`config.mk`:
```
export PLATFORM = sky130hd
export DESIGN_NAME = pc_fetch_unit
export DESIGN_NICKNAME = d
export VERILOG_FILES = /design/src/rtl/pipeline_pkg.sv /design/src/rtl/if_id_reg.sv /design/src/rtl/pc_fetch_unit.sv
export SDC_FILE = /design/constraint.sdc
export NUM_CORES = 1
export LEC_CHECK = 0
export ABC_AREA = 0
export CORE_MARGIN = 1
export CORE_UTILIZATION = 51
export CTS_CLUSTER_DIAMETER = 60
export DETAILED_ROUTE_END_ITERATION = 12
export GPL_TIMING_DRIVEN = 1
export PLACE_DENSITY_LB_ADDON = 0.05
export SYNTH_ARGS = -nofsm -noshare
export SYNTH_HDL_FRONTEND = slang
export SYNTH_SLANG_ARGS = --single-unit
```
`constraint.sdc`:
```
create_clock -name Clk -period 3.3 [get_ports Clk]
set_input_delay 0.66 -clock Clk [delete_from_list [all_inputs] [get_ports Clk]]
set_output_delay 0.66 -clock Clk [all_outputs]
set_load 0.1 [all_outputs]
```
`src/rtl/pipeline_pkg.sv`:
```
// -----------------------------------------------------------------------------
// pipeline_pkg
// Shared definitions for the 5-stage MIPS pipeline front end.
//   DEFAULT_RESET_PC : PC loaded on reset unless the fetch unit overrides it
//   NOP_INSTR        : instruction word presented in ID for a bubble
//   if_id_t          : IF/ID pipeline-register bundle (instr, pc_plus4, valid)
// -----------------------------------------------------------------------------
package pipeline_pkg;

    localparam logic [31:0] DEFAULT_RESET_PC = 32'h0000_0000;
    localparam logic [31:0] NOP_INSTR        = 32'h0000_0000;

    typedef struct packed {
        logic [31:0] instr;
        logic [31:0] pc_plus4;
        logic        valid;
    } if_id_t;

    // Force a branch/jump target onto a word boundary.
    function automatic logic [31:0] word_align(input logic [31:0] addr);
        return {addr[31:2], 2'b00};
    endfunction

endpackage

```
`src/rtl/if_id_reg.sv`:
```
// -----------------------------------------------------------------------------
// if_id_reg
// IF/ID pipeline register with three controls, evaluated in priority order:
//   i_load   : capture i_data
//   i_hold   : keep current contents
//   i_bubble : insert a bubble (NOP_INSTR, valid=0, pc_plus4 kept)
// With no control asserted the register holds.
// Ports:
//   i_clk    in  clock, rising edge
//   i_rst_n  in  synchronous active-low reset, clears the whole bundle
//   i_load, i_hold, i_bubble  in  controls above
//   i_data   in  bundle to capture
//   o_data   out registered IF/ID bundle
// -----------------------------------------------------------------------------
module if_id_reg
    import pipeline_pkg::*;
(
    input  logic   i_clk,
    input  logic   i_rst_n,
    input  logic   i_load,
    input  logic   i_hold,
    input  logic   i_bubble,
    input  if_id_t i_data,
    output if_id_t o_data
);

    if_id_t r_ifid_p1;

    always_ff @(posedge i_clk) begin
        if (!i_rst_n) begin
            r_ifid_p1 <= '0;
        end else if (i_load) begin
            r_ifid_p1 <= i_data;
        end else if (i_hold) begin
            r_ifid_p1 <= r_ifid_p1;
        end else if (i_bubble) begin
            r_ifid_p1.instr <= NOP_INSTR;
            r_ifid_p1.valid <= 1'b0;
        end
    end

    assign o_data = r_ifid_p1;

endmodule

```
`src/rtl/pc_fetch_unit.sv`:
```
// -----------------------------------------------------------------------------
// pc_fetch_unit
// Instruction-fetch stage: owns the PC, issues instruction-memory fetches and
// loads the IF/ID register. A redirect arriving while memory has not yet
// returned the current fetch is parked in a one-entry pending buffer and
// applied when that fetch completes; its returned instruction is discarded.
//
// Configuration macro: BRANCH_DELAY_SLOT_EN
//   defined   : FlushID tied to 0 (instruction in ID runs as the delay slot)
//   undefined : FlushID = PCSrc & ~PendValid & Rst
//
// Ports:
//   Clk          in   clock, rising edge
//   Rst          in   synchronous active-low reset
//   Stall        in   hazard stall, holds PC and IF/ID
//   PCSrc        in   redirect request
//   PCNew[31:0]  in   redirect target (low two bits ignored, flagged)
//   IMemReady    in   Instruction valid for IMemAddr this cycle
//   Instruction  in   instruction-memory read data
//   IMemReq      out  fetch request (follows Rst)
//   IMemAddr     out  current PC
//   Instr_ID     out  IF/ID instruction
//   PCPlus4_ID   out  IF/ID PC+4
//   Valid_ID     out  IF/ID holds a real instruction
//   FlushID      out  combinational squash request for ID/EX
//   AlignErr     out  one-cycle pulse for an accepted misaligned target
// -----------------------------------------------------------------------------
module pc_fetch_unit
    import pipeline_pkg::*;
#(
    parameter logic [31:0] RESET_PC = DEFAULT_RESET_PC
) (
    input  logic        Clk,
    input  logic        Rst,
    input  logic        Stall,
    input  logic        PCSrc,
    input  logic [31:0] PCNew,
    input  logic        IMemReady,
    input  logic [31:0] Instruction,
    output logic        IMemReq,
    output logic [31:0] IMemAddr,
    output logic [31:0] Instr_ID,
    output logic [31:0] PCPlus4_ID,
    output logic        Valid_ID,
    output logic        FlushID,
    output logic        AlignErr
);

    logic [31:0] r_pc;
    logic [31:0] r_pend_pc;
    logic        r_pend_valid;
    logic        r_align_err;

    logic        w_accept;
    logic [31:0] w_target;
    logic [31:0] w_pc_plus4;
    logic        w_load;
    logic        w_hold;
    logic        w_bubble;
    if_id_t      w_ifid_d;
    if_id_t      w_ifid_q;

    // A younger redirect seen while one is parked lies on the squashed path.
    assign w_accept   = PCSrc & ~r_pend_valid;
    assign w_target   = word_align(PCNew);
    assign w_pc_plus4 = r_pc + 32'd4;

    // IF/ID controls. Redirects beat Stall since the stalled ID op is wrong-path;
    // a parked redirect keeps IF/ID frozen until memory answers.
    assign w_load   = ~w_accept & ~r_pend_valid & ~Stall & IMemReady;
    assign w_hold   = r_pend_valid ? ~IMemReady : (~w_accept & Stall);
    assign w_bubble = ~w_load & ~w_hold;

    assign w_ifid_d.instr    = Instruction;
    assign w_ifid_d.pc_plus4 = w_pc_plus4;
    assign w_ifid_d.valid    = 1'b1;

    // ---- IF stage: PC and pending-redirect buffer ----
    always_ff @(posedge Clk) begin
        if (!Rst) begin
            r_pc         <= RESET_PC;
            r_pend_valid <= 1'b0;
            r_pend_pc    <= '0;
            r_align_err  <= 1'b0;
        end else begin
            r_align_err <= w_accept & (PCNew[1:0] != 2'b00);
            if (w_accept) begin
                if (IMemReady) begin
                    r_pc <= w_target;
                end else begin
                    r_pend_valid <= 1'b1;
                    r_pend_pc    <= w_target;
                end
            end else if (r_pend_valid) begin
                if (IMemReady) begin
                    r_pc         <= r_pend_pc;
                    r_pend_valid <= 1'b0;
                end
            end else if (!Stall && IMemReady) begin
                r_pc <= w_pc_plus4;
            end
        end
    end

    // ---- IF/ID boundary ----
    if_id_reg u_if_id_reg (
        .i_clk    (Clk),
        .i_rst_n  (Rst),
        .i_load   (w_load),
        .i_hold   (w_hold),
        .i_bubble (w_bubble),
        .i_data   (w_ifid_d),
        .o_data   (w_ifid_q)
    );

    assign IMemReq    = Rst;
    assign IMemAddr   = r_pc;
    assign Instr_ID   = w_ifid_q.instr;
    assign PCPlus4_ID = w_ifid_q.pc_plus4;
    assign Valid_ID   = w_ifid_q.valid;
    assign AlignErr   = r_align_err;

`ifdef BRANCH_DELAY_SLOT_EN
    assign FlushID = 1'b0;
`else
    assign FlushID = PCSrc & ~r_pend_valid & Rst;
`endif

endmodule

```
Word level (Yosys, flattened, before mapping)

Index checks and enable logic that the tools add are counted.

Register bits: 129
Input bits: 69
Word-level logic and storage cells: 49

Add/subtract/negate cells: 1
Eq/ne operators: 4
Multiplexer cells: 15
Bitwise gates (word level): 14
Reduce and logical (&&, ||, !) cells: 8

Operator list:

| kind                    | count |
|---|---|
| $mux W32                | 7 |
| $mux W65                | 1 |
| $add A32 B3 Y32 const B | 1 |
| $and A1 B1 Y1           | 8 |
| $ne A2 B2 Y1 const B    | 4 |
| $mux W1                 | 7 |
| $not A1 Y1              | 6 |
| $reduce_and A2 Y1       | 2 |
| $reduce_bool A2 Y1      | 2 |
| $reduce_and A3 Y1       | 1 |
| $reduce_bool A3 Y1      | 1 |
| $logic_and A1 B1 Y1     | 1 |
| $logic_not A1 Y1        | 1 |

Depth between registers and ports, before layout

Depth after elaboration: 11
Gate-level depth with buffers: 7
Mapped depth without buffers: 6

Hierarchy

A second synthesis with hierarchy kept.

Cells, all modules: 762
Area total of the unflattened synthesis: 6481.2 um^2

By module, submodules not included:

| module        | times used | cells an instance | area an instance (um^2) | sequential area each (um^2) |
|---|---|---|---|---|
| pc_fetch_unit | 1          | 511               | 3791.1                  | 1241.2 |
| if_id_reg     | 1          | 251               | 2690.1                  | 1301.2 |

Worst setup path before layout

OpenSTA, ideal clock, no wires.

Kind: input to output
Start: input PCSrc
End: output FlushID
Data arrival time: 2.151 ns
Data required time: 2.640 ns
Path slack: 0.489 ns
Stages: 4
Cells stage by stage: buf_2 clkbuf_1 clkbuf_1 and3_1

Cells in the longest elaborated chain, start to end: 2

RTL lines:

| item                       | RTL line             | source |
|---|---|---|
| start, declared            | pc_fetch_unit.sv:36  | `input logic PCSrc,` |
| $and A1 B1 Y1 (2 in a row) | pc_fetch_unit.sv:126 | `assign FlushID = PCSrc & ~r_pend_valid & Rst;` |
| end, declared              | pc_fetch_unit.sv:45  | `output logic FlushID,` |

No other way between the ends.

Final worst setup path

Same ends and word-level chain as after synthesis.

==> flow_metrics.env <==
export IMPL_status="finished, final reports clean"
export IMPL_area_growth_pct=37.9
export IMPL_critPathLaunchType="input port"
export IMPL_core_um2=10900
export IMPL_cts_root_buffer_cell="clkbuf_8"
export IMPL_crit_fanout=8
export IMPL_yosys_area_share_simple_pct=20.7
export IMPL_core_rowCount=38
export IMPL_dieWidth_um=108
export IMPL_p_int_mw=3.00
export IMPL_synth_area_um2=5710
export IMPL_drtAntennaViolNets=0
export IMPL_antenna_found_initial=0
export IMPL_p_clk_share_pct=41.6
export IMPL_synth_top_family_by_area="compound AO/OA/AOI/OAI gates"
export IMPL_dr_pass1_iters=5
export IMPL_clock_skew_ns=0.00712
export IMPL_drive_gt1_share_pct=19.9
export IMPL_die_h_um=108
export IMPL_clk_latency_ns=0.53
export IMPL_synth_compound_area_share_pct=25.1
export IMPL_hp_class="register to register"
export IMPL_netSwitchingPower_mw=1.36
export IMPL_timing_setup_tns_ns=0
export IMPL_synth_xor_area_share_pct=4.30
export IMPL_nets=921
export IMPL_avgRoutedWirePerCell_um=17.5
export IMPL_crit_type="input port to primary output"
export IMPL_timing_final_crit_period_ns=2.56
export IMPL_yosysSeqAreaShare_pct=43.8
export IMPL_seqPwrFrac_pct=37.8
export IMPL_yosys_cell_types_count=59
export IMPL_io_buffers=164
export IMPL_final_area_um2=7870
export IMPL_grt_pass1_vias=5614
export IMPL_synth_area_per_cell_um2=8.15
export IMPL_placed_area_um2=7300
export IMPL_synthArstFlopShare_pct=0
export IMPL_tightest_slew_ns=0.920
export IMPL_p_leak_nw=3.13
export IMPL_cts_tree="built"
export IMPL_track_usage_pct=31.0
export IMPL_synth_edf_count=0
export IMPL_gp_congestion=0.898
export IMPL_slew_violations=0
export IMPL_hold_viol=0
export IMPL_yosysWarnings=0
export IMPL_grt_pass1_wl_um=27800
export IMPL_peakVddDrop_mv=0.438
export IMPL_synth_main_ff_cell="dfxtp_1"
export IMPL_maxCapViolations=0
export IMPL_numCtsBuffers=17
export IMPL_synth_mux_area_share_pct=0.526
export IMPL_power_mw=4.36
export IMPL_fill_cells=852
export IMPL_cts_max_level=4
export IMPL_switching_share_pct=31.3
export IMPL_vias_per_cell=5.86
export IMPL_grt_overflow_total=0
export IMPL_arrival_ns=1.90
export IMPL_max_slew_margin_rel_pct=38.7
export IMPL_synthCells=700
export IMPL_initial_utilization_pct=52.4
export IMPL_crit_path_top_delay_cell="clkdlybuf4s50_1"
export IMPL_comb_power_share_pct=20.6
export IMPL_path_cells="clkdlybuf4s50_1 > buf_4 > and3_1 > buf_12"
export IMPL_p_per_area_nw_per_um2=554
export IMPL_post_cts_buffers=0
export IMPL_clockBufferDepth=2
export IMPL_wirelength_um=17600
export IMPL_ctsHoldBuffers=0
export IMPL_drt_initial_drc_count=445
export IMPL_crit_required_ns=2.64
export IMPL_vias=5876
export IMPL_cts_resized=0
export IMPL_ios=169
export IMPL_path_clk_slew_ns=0.05
export IMPL_synth_fa_ha_area_share_pct=0.219
export IMPL_grt_max_degree=69
export IMPL_dieArea_um2=11600
export IMPL_end_kind="primary output"
export IMPL_setup_viol=0
export IMPL_n_antenna_cell=0
export IMPL_drc=0
export IMPL_slowest_delay_ns=0.58
export IMPL_timing_final_crit_share_pct=77.7
export IMPL_max_freq_ghz=0.390
export IMPL_rsz0062_at_grt="false"
export IMPL_ys_seq_elements=125
export IMPL_numClockSinks=125
export IMPL_dp_hpwl_um=11900
[metrics by stage]
step | hold WS (ns) | setup slack (ns) | utilization (%) | std cells
2_1_floorplan | 0.432 | 0.489 | - | 703
3_3_place_gp | 0.437 | 0.564 | 67.0 | 972
3_5_place_dp | 0.446 | 0.512 | 67.0 | 972
4_1_cts | 0.454 | 0.750 | 72.3 | 1003
5_1_grt | 0.474 | 0.683 | 72.3 | 1003
6_report | 0.452 | 0.736 | 72.3 | 1003
[power by group through the flow]
stage	clock [mW]	sequential, mW	combinational (mW)
floorplan	0	2.03	0.269
global placement	0	1.68	0.878
detailed placement	0	1.68	0.891
CTS	1.83	1.65	0.894
global route	1.91	1.66	0.940
finish	1.82	1.65	0.898
[worst max-delay path, delay by kind of cell]
kind                   cells  cell delay, ns
buffers and inverters      3            0.98
and+or+nand+nor            1            0.26
[synthesized netlist by cell type (4+ instances only)]
cell	n	area (um2)
nand2_1	101	379
a31oi_1	6	37.5
or2_2	4	25.0
o31a_1	7	61.3
a21oi_1	90	450
o21ai_0	53	265
and3_1	15	93.8
buf_4	5	37.5
o22ai_1	11	68.8
xor2_1	15	131
o32a_1	4	40.0
buf_2	9	45.0
nor2_1	54	203
and2_1	6	37.5
o211ai_1	12	90.1
xnor2_1	13	114
a22oi_1	32	240
inv_1	11	41.3
nor3_1	7	35.0
dfxtp_1	125	2500
nand3_1	18	90.1
nand4_1	8	50.1
clkbuf_1	43	161
[state kept, by name, summed over array words and instances, names as in the netlist]
register and flops:
u_if_id_reg.o_data 63, IMemAddr 30, r_pend_pc 30, AlignErr 1, r_pend_valid 1
[path summary, 6_finish.rpt]
check / start / end / slack, ns / depth (start not counted)
worst max-delay path: PCSrc / FlushID / 0.74 / 4
worst max register to register: IMemAddr[2] / IMemAddr[22] / 0.96 / 7
worst min-delay path: r_pend_pc[30] / r_pend_pc[30] / 0.45 / 2
worst min register to register: r_pend_pc[30] / r_pend_pc[30] / 0.45 / 2
[cell families after synthesis]
family,count (synthesis)
and+or+nand+nor,236
other,1
AOI/OAI and AO/OA,236
xor gates and xnor gates,28
adders and majority gates,1
buffers and inverters,70
DFF,125
muxes,3
[layout make-up]
type                    count  area (um2)  share of cell area [%]
clock buffers              24         490                    6.23
multi-input cells         508        2930                    37.2
repair buffers            187        1650                    20.9
inverters                  12        45.0                   0.572
well taps                 140         175                    2.23
clock inverters             7        85.1                    1.08
flip-flops and latches    125        2500                    31.8
[placed cells by master, fill, tap and decap left out, drive strengths merged, types with 6 or more instances in the layout]
cell type and n:
nor2 57, nand2 101, a21oi 91, nor3 8
xor2 15, o21ai 55, nand3 22, clkdlybuf4s50 68
inv 12, o211ai 12, o22ai 11, and2 6
a22oi 32, and3 16, xnor2 13, buf 119
nand4 10, a31oi 6, o31a 7, dfxtp 125
clkbuf 24
[routing by layer]
layer / vias to the layer above / part of all wire (%) / global-route usage (%) / wire (um)
li1: 2794 / - / - / -
met1: 2738 / 41 / 37.4 / 7150
met2: 290 / 48 / 50.1 / 8360
met3: 54 / 8.8 / 8.29 / 1540
met4: 0 / 3.1 / 16.7 / 545
met5: - / 0 / 0 / 0
No activity file was read; power rests on OpenSTA's default activity.
